### src/rtl/uart_byte_tx.sv
// uart_byte_tx: transmits one byte per frame on uart_txd, with optional parity
// and one or two stop bits. A level request is sampled only in IDLE, so an
// upstream controller can queue a second byte by changing data_in after
// tx_busy rises. Both outputs come straight from flip-flops.
module uart_byte_tx #(
   parameter int CLK_FREQ  = 50_000_000,
   parameter int BAUD_RATE = 115200,
   parameter int PARITY    = 0,   // 0 none, 1 odd, 2 even
   parameter int STOP_BITS = 1    // 1 or 2
) (
   input  logic       SYS_CLK,
   input  logic       RST_N,
   input  logic [7:0] data_in,
   input  logic       tx_req,
   output logic       tx_busy,
   output logic       uart_txd
);

   // Cycles per bit. Values below 2 are not a usable configuration.
   localparam int BAUD_DIV = CLK_FREQ / BAUD_RATE;
   localparam int CNT_W    = (BAUD_DIV > 2) ? $clog2(BAUD_DIV) : 1;

   localparam logic [CNT_W-1:0] BAUD_LAST = CNT_W'(BAUD_DIV - 1);
   localparam logic [2:0]       STOP_LAST = 3'(STOP_BITS - 1);
   localparam logic [2:0]       DATA_LAST = 3'd7;

   typedef enum logic [2:0] {
      IDLE,
      START,
      DATA,
      PAR,
      STOP
   } state_t;

   state_t           state;
   logic [CNT_W-1:0] baud_cnt;
   logic [2:0]       bit_cnt;
   logic [7:0]       shift_reg;

   logic             baud_done;
   logic [2:0]       bit_nxt;
   logic             par_bit;

   // Bit-time end strobe, next bit index and the parity bit of the latched byte.
   always_comb begin
      baud_done = (baud_cnt == BAUD_LAST);
      bit_nxt   = bit_cnt + 3'd1;
      par_bit   = (PARITY == 1) ? ~(^shift_reg) : (^shift_reg);
   end

   // Frame sequencer: drives the registered line and busy flag for each state.
   always_ff @(posedge SYS_CLK or negedge RST_N) begin
      if (!RST_N) begin
         state     <= IDLE;
         baud_cnt  <= '0;
         bit_cnt   <= '0;
         shift_reg <= 8'hFF;
         uart_txd  <= 1'b1;
         tx_busy   <= 1'b0;
      end else begin
         // NOTE: every state register here uses <= so all of them update from
         // the same pre-edge values; a blocking = would let later lines see
         // already-updated counters and skew the bit timing.
         case (state)
            IDLE: begin
               uart_txd <= 1'b1;
               tx_busy  <= 1'b0;
               baud_cnt <= '0;
               bit_cnt  <= '0;
               if (tx_req) begin
                  shift_reg <= data_in;
                  state     <= START;
                  uart_txd  <= 1'b0;
                  tx_busy   <= 1'b1;
               end
            end

            START: begin
               if (baud_done) begin
                  baud_cnt <= '0;
                  bit_cnt  <= '0;
                  uart_txd <= shift_reg[0];
                  state    <= DATA;
               end else begin
                  baud_cnt <= baud_cnt + CNT_W'(1);
               end
            end

            DATA: begin
               if (baud_done) begin
                  baud_cnt <= '0;
                  if (bit_cnt == DATA_LAST) begin
                     bit_cnt <= '0;
                     if (PARITY != 0) begin
                        state    <= PAR;
                        uart_txd <= par_bit;
                     end else begin
                        state    <= STOP;
                        uart_txd <= 1'b1;
                     end
                  end else begin
                     bit_cnt  <= bit_nxt;
                     uart_txd <= shift_reg[bit_nxt];
                  end
               end else begin
                  baud_cnt <= baud_cnt + CNT_W'(1);
               end
            end

            PAR: begin
               if (baud_done) begin
                  baud_cnt <= '0;
                  bit_cnt  <= '0;
                  state    <= STOP;
                  uart_txd <= 1'b1;
               end else begin
                  baud_cnt <= baud_cnt + CNT_W'(1);
               end
            end

            STOP: begin
               if (baud_done) begin
                  baud_cnt <= '0;
                  if (bit_cnt == STOP_LAST) begin
                     bit_cnt <= '0;
                     state   <= IDLE;
                     tx_busy <= 1'b0;
                  end else begin
                     bit_cnt <= bit_nxt;
                  end
               end else begin
                  baud_cnt <= baud_cnt + CNT_W'(1);
               end
            end

            default: begin
               state    <= IDLE;
               uart_txd <= 1'b1;
               tx_busy  <= 1'b0;
            end
         endcase
      end
   end

endmodule

### config.mk
export PLATFORM = sky130hd
export DESIGN_NAME = uart_byte_tx
export DESIGN_NICKNAME = d
export VERILOG_FILES = /design/src/rtl/uart_byte_tx.sv
export SDC_FILE = /design/constraint.sdc
export NUM_CORES = 1
export LEC_CHECK = 0
export BUFFER_PORTS_ARGS = -buffer_cell sky130_fd_sc_hd__clkbuf_2
export CORE_MARGIN = 4
export CORE_UTILIZATION = 40
export CTS_CLUSTER_DIAMETER = 120
export CTS_CLUSTER_SIZE = 40
export DETAILED_ROUTE_END_ITERATION = 12
export PLACE_DENSITY = 0.71
export SYNTH_ARGS = -nofsm -noshare
export SYNTH_HDL_FRONTEND = slang
export SYNTH_SLANG_ARGS = --single-unit
### constraint.sdc
create_clock -name SYS_CLK -period 1.75 [get_ports SYS_CLK]
set_input_delay 0.35 -clock SYS_CLK [delete_from_list [all_inputs] [get_ports SYS_CLK]]
set_output_delay 0.35 -clock SYS_CLK [all_outputs]
set_load 0.05 [all_outputs]
==> reports/qor.csv, run 1 <==
stage;metric;value;unit
outcome;status;finished, violations left;
outcome;failing checks;hold timing, setup timing;
finish;fraction of layout cells with a size suffix above 1;45.86;%
synth;Yosys cell types;44;
finish;area delta synth->final;22.82;%
finish;Design Area, Final;0.001724;mm²
synth;FFs w/ async S/R, synth;100.0;%
grt;vias in the first global route;1130;
grt;All-Layer GR Usage;15.30;%
synth;ys flop type;dfrtp_1;
synth;largest area contributor in the netlist;dfrtp_1;
worst_setup_path;crit path cell chain;inv_2, ha_4, mux4_2, and3_4, o32a_1;
worst_setup_path;CP max stage cell;mux4_2;
worst_setup_path;Critical path buffers and inverters;1;
routing;routed len/inst;14.91;µm
place;pre-CTS setup slack;-0.07888;ns
worst_setup_path;delay-heaviest family, CP;multiplexers;
worst_setup_path;CP max FO;3;
place;Cell Area, Placed;0.001642;mm²
worst_setup_path;crit end category;flop;
worst_setup_path;WP data required;2.04;ns
clock_tree;cts bufs inserted;3;
synth;Area contributors post-synth;dfrtp_1 (29%), dfstp_2 (17%), mux2_2 (6.4%), ha_1 (4.5%), mux4_2 (3.2%);
floorplan;Die ar.;0.004521;mm²
min_path;worst min path class;input pin to async pin;
worst_setup_path;Startpoint Class;flop;
synth;Warnings, synthesis;0;
clock_tree;CTS sink cnt;25;
routing;1st-iter DRT viols;109;
floorplan;Die W;67.24;µm
timing;setup_tns;-0.06888;ns
timing;clock period minus worst slack;1.819;ns
floorplan;core box area;0.003363;mm²
timing;final worst-path cycle share;103.9;%
floorplan;Core Rows;21;
synth;Cells after Synth;126;
floorplan;starting density of the core;41.74;%
finish;antenna cell count;0;
timing;Hold Vio Cnt, Final;16;
timing;slew margin rel.;59.20;%
clock_tree;clock buffer depth;2;
finish;max FFs per register;9;
routing;First-pass DRT Iterations;4;
synth;Synth Register Bits;25;
worst_setup_path;Worst path max stage delay;0.50;ns
clock_tree;H-Tree Depth;1;
grt;largest net degree at the start of global routing;26;
routing;drt drc;0;
place;count of buffers from port buffering;12;
worst_setup_path;arrival time worst endpoint;2.11;ns
routing;Vias;1099;
clock_tree;worst skew pair latency;0.35;ns
synth;post-synth net total;142;
place;final RePlAce weighted congestion;0.9034;
power;PD cells;511.9;mW/mm²
timing;fmax;549.8;MHz
synth;sequential element share of the synthesized area;45.37;%
clock_tree;TritonCTS clock tree;done;
routing;final wirelength;3027;µm
clock_tree;Root Buffer;clkbuf_4;
flow_run;Max Cap Viol;0;
finish;Layout Utilization;51.26;%
timing;worst hold margin;-0.01825;ns
synth;mean area per synthesized cell;11.14;µm²
timing;fin. max-slew vios;0;
synth;count leader, synth;dfrtp_1;
floorplan;I/O pin count;13;
synth;synthesized area;0.001404;mm²
routing;Final ANT Viol Nets;0;
timing;RSZ-0062 raised after global routing;true;
grt;first-pass GRT wire length;5237;µm
timing;worst clock skew;0.01241;ns
synth;top-area cell type share of the netlist area;28.52;%
finish;Final nets;174;
timing;Slew @ Worst Pin;0.6120;ns
worst_setup_path;WS Path Type;flop to flop;
timing;final worst slack;-0.06888;ns
clock_tree;clock slew at reported path FFs;0.15;ns
routing;via/cell ratio;5.414;
floorplan;Die H;67.24;µm
grt;global route overflow;0;
synth;Post-synth EDFFs;0;
grt;initial antenna violation count;0;
timing;Setup violations, final;1;
power;VDD IR max;0.3307;mV
place;DPL Wire Length;2209;µm
power;leak pwr;0.0007475;µW
synth;top post-synthesis cells by count;dfrtp_1 (16), nor2_1 (10), dfstp_2 (9), mux2_2 (8), inv_1 (7);
area by class of cell:
cell class                 instances  area (µm²)
tap                               46       57.56
timing repair buffer              31       215.2
multi-input combinational         90       758.2
fill                             307        1639
sequential                        25       636.9
clock buffer                       3       22.52
clock inverter                     1       7.507
inverter                           7       26.28
layer usage:
| layer | up-vias | global-route usage [%] | wire length, µm |
|---|---|---|---|
| met3 | 7 | 2.163 | 137 |
| met4 | 0 | 7.848 | 72 |
| met5 | - | 0 | 0 |
| li1 | 532 | - | - |
| met2 | 28 | 24.17 | 1493 |
| met1 | 532 | 20.33 | 1324 |
timing repair:
action / 4_1_cts / 5_1_grt
gates resized for setup: 5 / 0
gates cloned: 0 / 0
endpoints found under the setup margin: 1 / 6
hold buffers: 0 / 0
setup buffers: 3 / 1
pin swaps: 4 / 3
worst reg2reg max path: cells and delay by family, from the launching register on:
kind,cells,cell delay (ns)
AO/OA/AOI/OAI,1,0.35
adder cells (fa/ha/maj),1,0.28
buffers and inverters,1,0.07
flip-flops,1,0.41
multiplexers,1,0.50
AND/OR/NAND/NOR,1,0.16
kinds of logic after synthesis:
family	after synthesis	share of synthesized area [%]
DFF	25	45.37
xor gates and xnor gates	6	3.744
AOI/OAI and AO/OA	26	13.19
muxes	13	12.48
buffers and inverters	11	3.654
and+or+nand+nor	39	16.13
adders and majority gates	6	5.436
where the power goes:
part           switching [µW]  leakage [µW]  internal (µW)
clock network             194     0.0000139           88.0
registers                   0      0.000291            579
logic                    13.5      0.000442           7.92
total                     208      0.000747            675
path summary, 6_finish.rpt:
check / startpoint / endpoint / slack, ns / cells after the start
worst max-delay path: bit_cnt[0] / uart_txd / -0.07 / 5
worst min-delay path: RST_N / bit_cnt[1] / -0.02 / 1
worst max register to register: bit_cnt[0] / uart_txd / -0.07 / 5
worst min register to register: baud_cnt[4] / baud_cnt[5] / 0.55 / 1
max in group asynchronous: RST_N / baud_cnt[5] / 1.37 / 1
min in group SYS_CLK: data_in[5] / shift_reg[5] / 0.22 / 2
cells in the final DEF (no fill, tap or decap), types with 3 or more instances in the layout:
cell type  instances
nand3_1            3
dfstp_2            9
a32o_1             3
xnor2_1            3
and3_4             3
o21ai_0            4
dfrtp_1           16
buf_4             18
nor3_1             3
clkbuf_4           3
nor2_1            10
mux2_2             8
clkbuf_2          12
inv_1              5
xor2_1             3
a21oi_1            4
nand2b_1           3
nand4_1            3
per-stage QoR:
step / std cells / power, µW
3_3_place_gp: 195 / 610.6
2_1_floorplan: 126 / 589.2
3_5_place_dp: 195 / 611.6
6_report: 203 / 882.6
5_1_grt: 203 / 927.6
4_1_cts: 202 / 893.0
No activity file was read; power rests on OpenSTA's default activity.
==> run 2: changes to the inputs <==
--- a/config.mk
+++ b/config.mk
@@ -6,12 +6,12 @@
 export NUM_CORES = 1
 export LEC_CHECK = 0
 export BUFFER_PORTS_ARGS = -buffer_cell sky130_fd_sc_hd__clkbuf_2
-export CORE_MARGIN = 4
+export CORE_MARGIN = 3
 export CORE_UTILIZATION = 40
 export CTS_CLUSTER_DIAMETER = 120
 export CTS_CLUSTER_SIZE = 40
 export DETAILED_ROUTE_END_ITERATION = 12
-export PLACE_DENSITY = 0.71
+export RECOVER_POWER = 100
 export SYNTH_ARGS = -nofsm -noshare
 export SYNTH_HDL_FRONTEND = slang
 export SYNTH_SLANG_ARGS = --single-unit
==> reports/qor.csv, run 2 (synthesis gave the netlist of run 1 again) <==
stage;metric;value;unit;change
timing;clock period minus worst slack;1.806;ns;-0.01271 ns
floorplan;starting density of the core;43.83;%;+2.1 points
routing;final wirelength;3063;µm;+1.2%
outcome;status;finished, violations left;;
place;DPL Wire Length;2315;µm;+4.8%
routing;drt drc;0;;unchanged
routing;Final ANT Viol Nets;0;;unchanged
clock_tree;clock buffer depth;2;;unchanged
finish;max FFs per register;9;;unchanged
place;pre-CTS setup slack;-0.07365;ns;+0.005228 ns
timing;Setup violations, final;1;;unchanged
power;VDD IR max;0.3490;mV;+5.5%
min_path;worst min path class;input pin to flop;;
floorplan;core box area;0.003203;mm²;-4.8%
routing;routed len/inst;15.39;µm;+3.2%
finish;fraction of layout cells with a size suffix above 1;44.52;%;-1.3 points
worst_setup_path;CP max FO;3;;unchanged
floorplan;Core Rows;20;;-4.8%
routing;Vias;1083;;-1.5%
grt;All-Layer GR Usage;15.66;%;+0.36 points
routing;WL met2;1488;µm;-0.33%
worst_setup_path;crit end category;flop;;
clock_tree;clock slew at reported path FFs;0.13;ns;-0.02 ns
grt;first-pass GRT wire length;5223;µm;-0.27%
finish;area delta synth->final;21.57;%;
clock_tree;H-Tree Depth;1;;unchanged
grt;global route overflow;0;;unchanged
routing;via/cell ratio;5.442;;+0.52%
routing;M1 WL;1414;µm;+6.8%
clock_tree;CTS Hold Buffers Added;0;;unchanged
timing;slew margin rel.;11.52;%;-48 points
finish;fillcell total;305;;-0.65%
routing;First-pass DRT Iterations;4;;unchanged
floorplan;Die ar.;0.004256;mm²;-5.9%
flow_run;Max Cap Viol;0;;unchanged
timing;fmax;553.7;MHz;+0.70%
power;PD cells;498.6;mW/mm²;-2.6%
clock_tree;Root Buffer;clkbuf_4;;
timing;Slew @ Worst Pin;1.327;ns;+0.7152 ns
grt;largest net degree at the start of global routing;26;;unchanged
place;final RePlAce weighted congestion;0.8227;;-8.9%
grt;initial antenna violation count;0;;unchanged
timing;final worst slack;-0.05617;ns;+0.01271 ns
timing;fin. max-slew vios;0;;unchanged
clock_tree;CTS sink cnt;25;;unchanged
finish;antenna cell count;0;;unchanged
place;count of buffers from port buffering;12;;unchanged
floorplan;I/O pin count;13;;unchanged
timing;worst clock skew;0.002441;ns;-0.009965 ns
routing;top layer in use;met4;;
clock_tree;worst skew pair latency;0.31;ns;-0.04 ns
worst_setup_path;Startpoint Class;flop;;
timing;final worst-path cycle share;103.2;%;-0.73 points
routing;1st-iter DRT viols;72;;-34%
outcome;failing checks;setup timing;;
finish;Final nets;172;;-1.1%
timing;setup_tns;-0.05617;ns;+0.01271 ns
power;leak pwr;0.0007314;µW;-2.2%
grt;vias in the first global route;1085;;-4.0%
clock_tree;cts bufs inserted;3;;unchanged
timing;RSZ-0062 raised after global routing;true;;
routing;wire length on met3;137;µm;unchanged
floorplan;Die W;65.24;µm;-3.0%
floorplan;Die H;65.24;µm;-3.0%
clock_tree;TritonCTS clock tree;done;;
worst_setup_path;arrival time worst endpoint;2.06;ns;-0.05 ns
worst_setup_path;WS Path Type;flop to flop;;
finish;most frequent cells in the layout;dfrtp_1 (16), buf_4 (16), nor2_1 (10), clkbuf_2 (10), dfstp_2 (9);;
timing;Hold Vio Cnt, Final;0;;-16
worst_setup_path;WP data required;2.00;ns;-0.04 ns
## run 2: final timing paths
check,slack (ns),depth (start not counted),startpoint,end
setup / recovery,-0.06,5,bit_cnt[1],uart_txd
hold / removal,0.26,2,data_in[2],shift_reg[2]
setup reg to reg,-0.06,5,bit_cnt[1],uart_txd
hold reg to reg,0.53,1,uart_txd,uart_txd
max in group asynchronous,0.67,1,RST_N,state[1]
min in group asynchronous,0.30,1,RST_N,baud_cnt[8]
## run 2: critical path, stage by stage (launching register included)
cell and delay, ns:
dfrtp_1 0.42, inv_2 0.06, ha_4 0.29, mux4_2 0.48, and3_1 0.16, o32a_1 0.34
## run 2: power by group
| group | internal, µW | leakage, µW | switching, µW |
|---|---|---|---|
| combinational | 7.56 | 0.000425 | 13.6 |
| sequential | 579 | 0.000291 | 0 |
| clock | 88.9 | 0.0000150 | 162 |
| total | 675 | 0.000731 | 176 |
## run 2: per-layer routing
metal	vias to the layer above	track usage, %
met4	0	3.109
li1	528	-
met1	524	21.13
met2	27	26.42
met3	4	2.735
met5	-	0
## run 2: timing repair
item / in CTS / in global routing
hold endpoints to repair: 0 / 0
endpoints found under the setup margin: 1 / 6
pin swaps: 2 / 5
resized for setup: 4 / 5
gates cloned: 0 / 0
setup buffers: 0 / 1
## run 2: layout make-up
type	count	area (µm²)	share of cell area [%]
Tap cell	44	55.05	3.226
Timing Repair Buffer	29	197.7	11.58
Sequential cell	25	636.9	37.32
Inverter	7	26.28	1.540
Multi-Input combinational cell	90	764.5	44.79
Clock buffer	4	26.28	1.540
## run 2: stage by stage
step                utilization (%)  instance area, µm²  std cells  power (µW)  hold slack (ns)
floorplan                         -                1424        126       589.2          0.05441
global placement              51.41                1647        194       611.0           0.3886
detailed placement            51.41                1647        194       611.7           0.3985
CTS                           52.70                1688        198       870.4          0.03848
global route                  53.28                1707        199       897.5           0.2461
finish                        53.28                1707        199       850.9           0.2625
==> run 3: changes to the inputs <==
==> constraint.sdc (replaced) <==
create_clock -name SYS_CLK -period 1.75 [get_ports SYS_CLK]
set_input_delay 0.35 -clock SYS_CLK [delete_from_list [all_inputs] [get_ports SYS_CLK]]
set_output_delay 0.35 -clock SYS_CLK [all_outputs]
set_load 0.1 [all_outputs]
==> reports/qor.csv, run 3 (synthesis gave the netlist of run 1 again) <==
stage;metric;value;unit;change
outcome;failing checks;setup timing;;
grt;largest net degree at the start of global routing;26;;unchanged
worst_setup_path;WS Path Type;flop to flop;;
worst_setup_path;WP data required;2.00;ns;about the same
routing;final wirelength;3041;µm;-0.72%
timing;slew margin rel.;11.83;%;+0.31 points
routing;Vias;1073;;-0.92%
clock_tree;cts bufs inserted;3;;unchanged
grt;global route overflow;0;;unchanged
place;pre-CTS setup slack;-0.07365;ns;unchanged
floorplan;starting density of the core;43.83;%;unchanged
timing;worst hold margin;0.2618;ns;-0.0006820 ns
timing;Slew @ Worst Pin;1.323;ns;-0.004642 ns
routing;routed len/inst;15.28;µm;-0.72%
flow_run;Max Cap Viol;0;;unchanged
clock_tree;clock buffer depth;2;;unchanged
finish;Final nets;172;;unchanged
finish;fraction of layout cells with a size suffix above 1;42.58;%;-1.9 points
routing;Final ANT Viol Nets;0;;unchanged
finish;max FFs per register;9;;unchanged
floorplan;Die ar.;0.004256;mm²;unchanged
worst_setup_path;arrival time worst endpoint;2.06;ns;about the same
timing;final worst slack;-0.05568;ns;+0.0004865 ns
routing;via/cell ratio;5.392;;-0.92%
timing;RSZ-0062 raised after global routing;true;;
timing;worst clock skew;0.003650;ns;+0.001209 ns
place;DPL Wire Length;2315;µm;unchanged
finish;Layout Utilization;52.54;%;-0.74 points
timing;fin. max-slew vios;0;;unchanged
clock_tree;H-Tree Depth;1;;unchanged
timing;fmax;553.8;MHz;about the same
power;VDD IR max;0.3272;mV;-6.3%
routing;First-pass DRT Iterations;4;;unchanged
grt;initial antenna violation count;0;;unchanged
worst_setup_path;Startpoint Class;flop;;
power;PD cells;505.1;mW/mm²;+1.3%
timing;final worst-path cycle share;103.2;%;about the same
timing;Setup violations, final;3;;+2
floorplan;Die H;65.24;µm;unchanged
power;leak pwr;0.0007300;µW;-0.18%
clock_tree;worst skew pair latency;0.31;ns;about the same
clock_tree;clock slew at reported path FFs;0.13;ns;about the same
finish;antenna cell count;0;;unchanged
finish;most frequent cells in the layout;dfrtp_1 (16), buf_4 (14), clkbuf_2 (12), nor2_1 (11), dfstp_2 (9);;
grt;vias in the first global route;1085;;unchanged
timing;setup_tns;-0.06127;ns;-0.005106 ns
floorplan;Core Rows;20;;unchanged
place;final RePlAce weighted congestion;0.8227;;unchanged
outcome;status;finished, violations left;;
timing;Hold Vio Cnt, Final;0;;unchanged
routing;drt drc;0;;unchanged
finish;commonest non-fill, non-tap cell in the layout;dfrtp_1;;
worst_setup_path;crit end category;flop;;
finish;fillcell total;309;;+1.3%
finish;area delta synth->final;19.87;%;
place;count of buffers from port buffering;12;;unchanged
floorplan;I/O pin count;13;;unchanged
clock_tree;Root Buffer;clkbuf_4;;
grt;All-Layer GR Usage;15.66;%;unchanged
clock_tree;TritonCTS clock tree;done;;
grt;first-pass GRT wire length;5223;µm;unchanged
routing;1st-iter DRT viols;77;;+6.9%
floorplan;core box area;0.003203;mm²;unchanged
worst_setup_path;CP max FO;3;;unchanged
min_path;worst min path class;input pin to flop;;
timing;clock period minus worst slack;1.806;ns;-0.0004865 ns
floorplan;Die W;65.24;µm;unchanged
clock_tree;CTS sink cnt;25;;unchanged
==> run 3: changes by cell type in the layout (fill, tap and decap cells not counted), sizes merged <==
cell | previous run | this run
clkbuf | 16 | 19
buf | 17 | 14
==> run 3: metrics by stage <==
stage          total power [µW]  instances  area [µm²]
6_report                  850.1        199        1683
5_1_grt                   897.5        199        1683
4_1_cts                   870.4        198        1688
3_5_place_dp              611.7        194        1647
3_3_place_gp              611.0        194        1647
2_1_floorplan             589.2        126        1424
==> run 3: final cells by class <==
type | count | area, µm² | share of cell area, %
Multi-Input combinational cell | 90 | 754.5 | 44.83
Sequential cell | 25 | 636.9 | 37.84
Timing Repair Buffer | 29 | 183.9 | 10.93
Tap cell | 44 | 55.05 | 3.271
Clock buffer | 4 | 26.28 | 1.561
Inverter | 7 | 26.28 | 1.561
==> run 3: power breakdown <==
| group | leakage [µW] | internal, µW | switching [µW] |
|---|---|---|---|
| clock | 0.0000150 | 88.9 | 161 |
| sequential | 0.000291 | 579 | 0 |
| combinational | 0.000424 | 7.56 | 13.6 |
==> run 3: routing by layer <==
layer | GRT usage (%) | wire, µm
met5 | 0 | 0
met4 | 3.109 | 15
met3 | 2.735 | 127
met2 | 26.42 | 1497
met1 | 21.13 | 1400
==> run 3: worst max-delay path: stages, from the launching register on <==
cell and delay (ns):
dfrtp_1 0.42, inv_2 0.07, ha_4 0.28, mux4_2 0.48, and3_1 0.16, o32a_1 0.34
==> run 3: repair_timing <==
action | in CTS | in global routing
setup buffers | 0 | 1
pin swaps | 2 | 5
hold buffers | 0 | 0
resized for setup | 4 | 5
setup endpoints to repair | 1 | 6
==> run 3: path summary, 6_finish.rpt <==
path / from / end / slack (ns) / depth (start not counted)
min: data_in[2] / shift_reg[2] / 0.26 / 2
max reg2reg: bit_cnt[0] / uart_txd / -0.06 / 5
min reg2reg: uart_txd / uart_txd / 0.53 / 1
max in group asynchronous: RST_N / baud_cnt[4] / 0.68 / 1
max: bit_cnt[0] / uart_txd / -0.06 / 5
min in group asynchronous: RST_N / baud_cnt[8] / 0.30 / 1
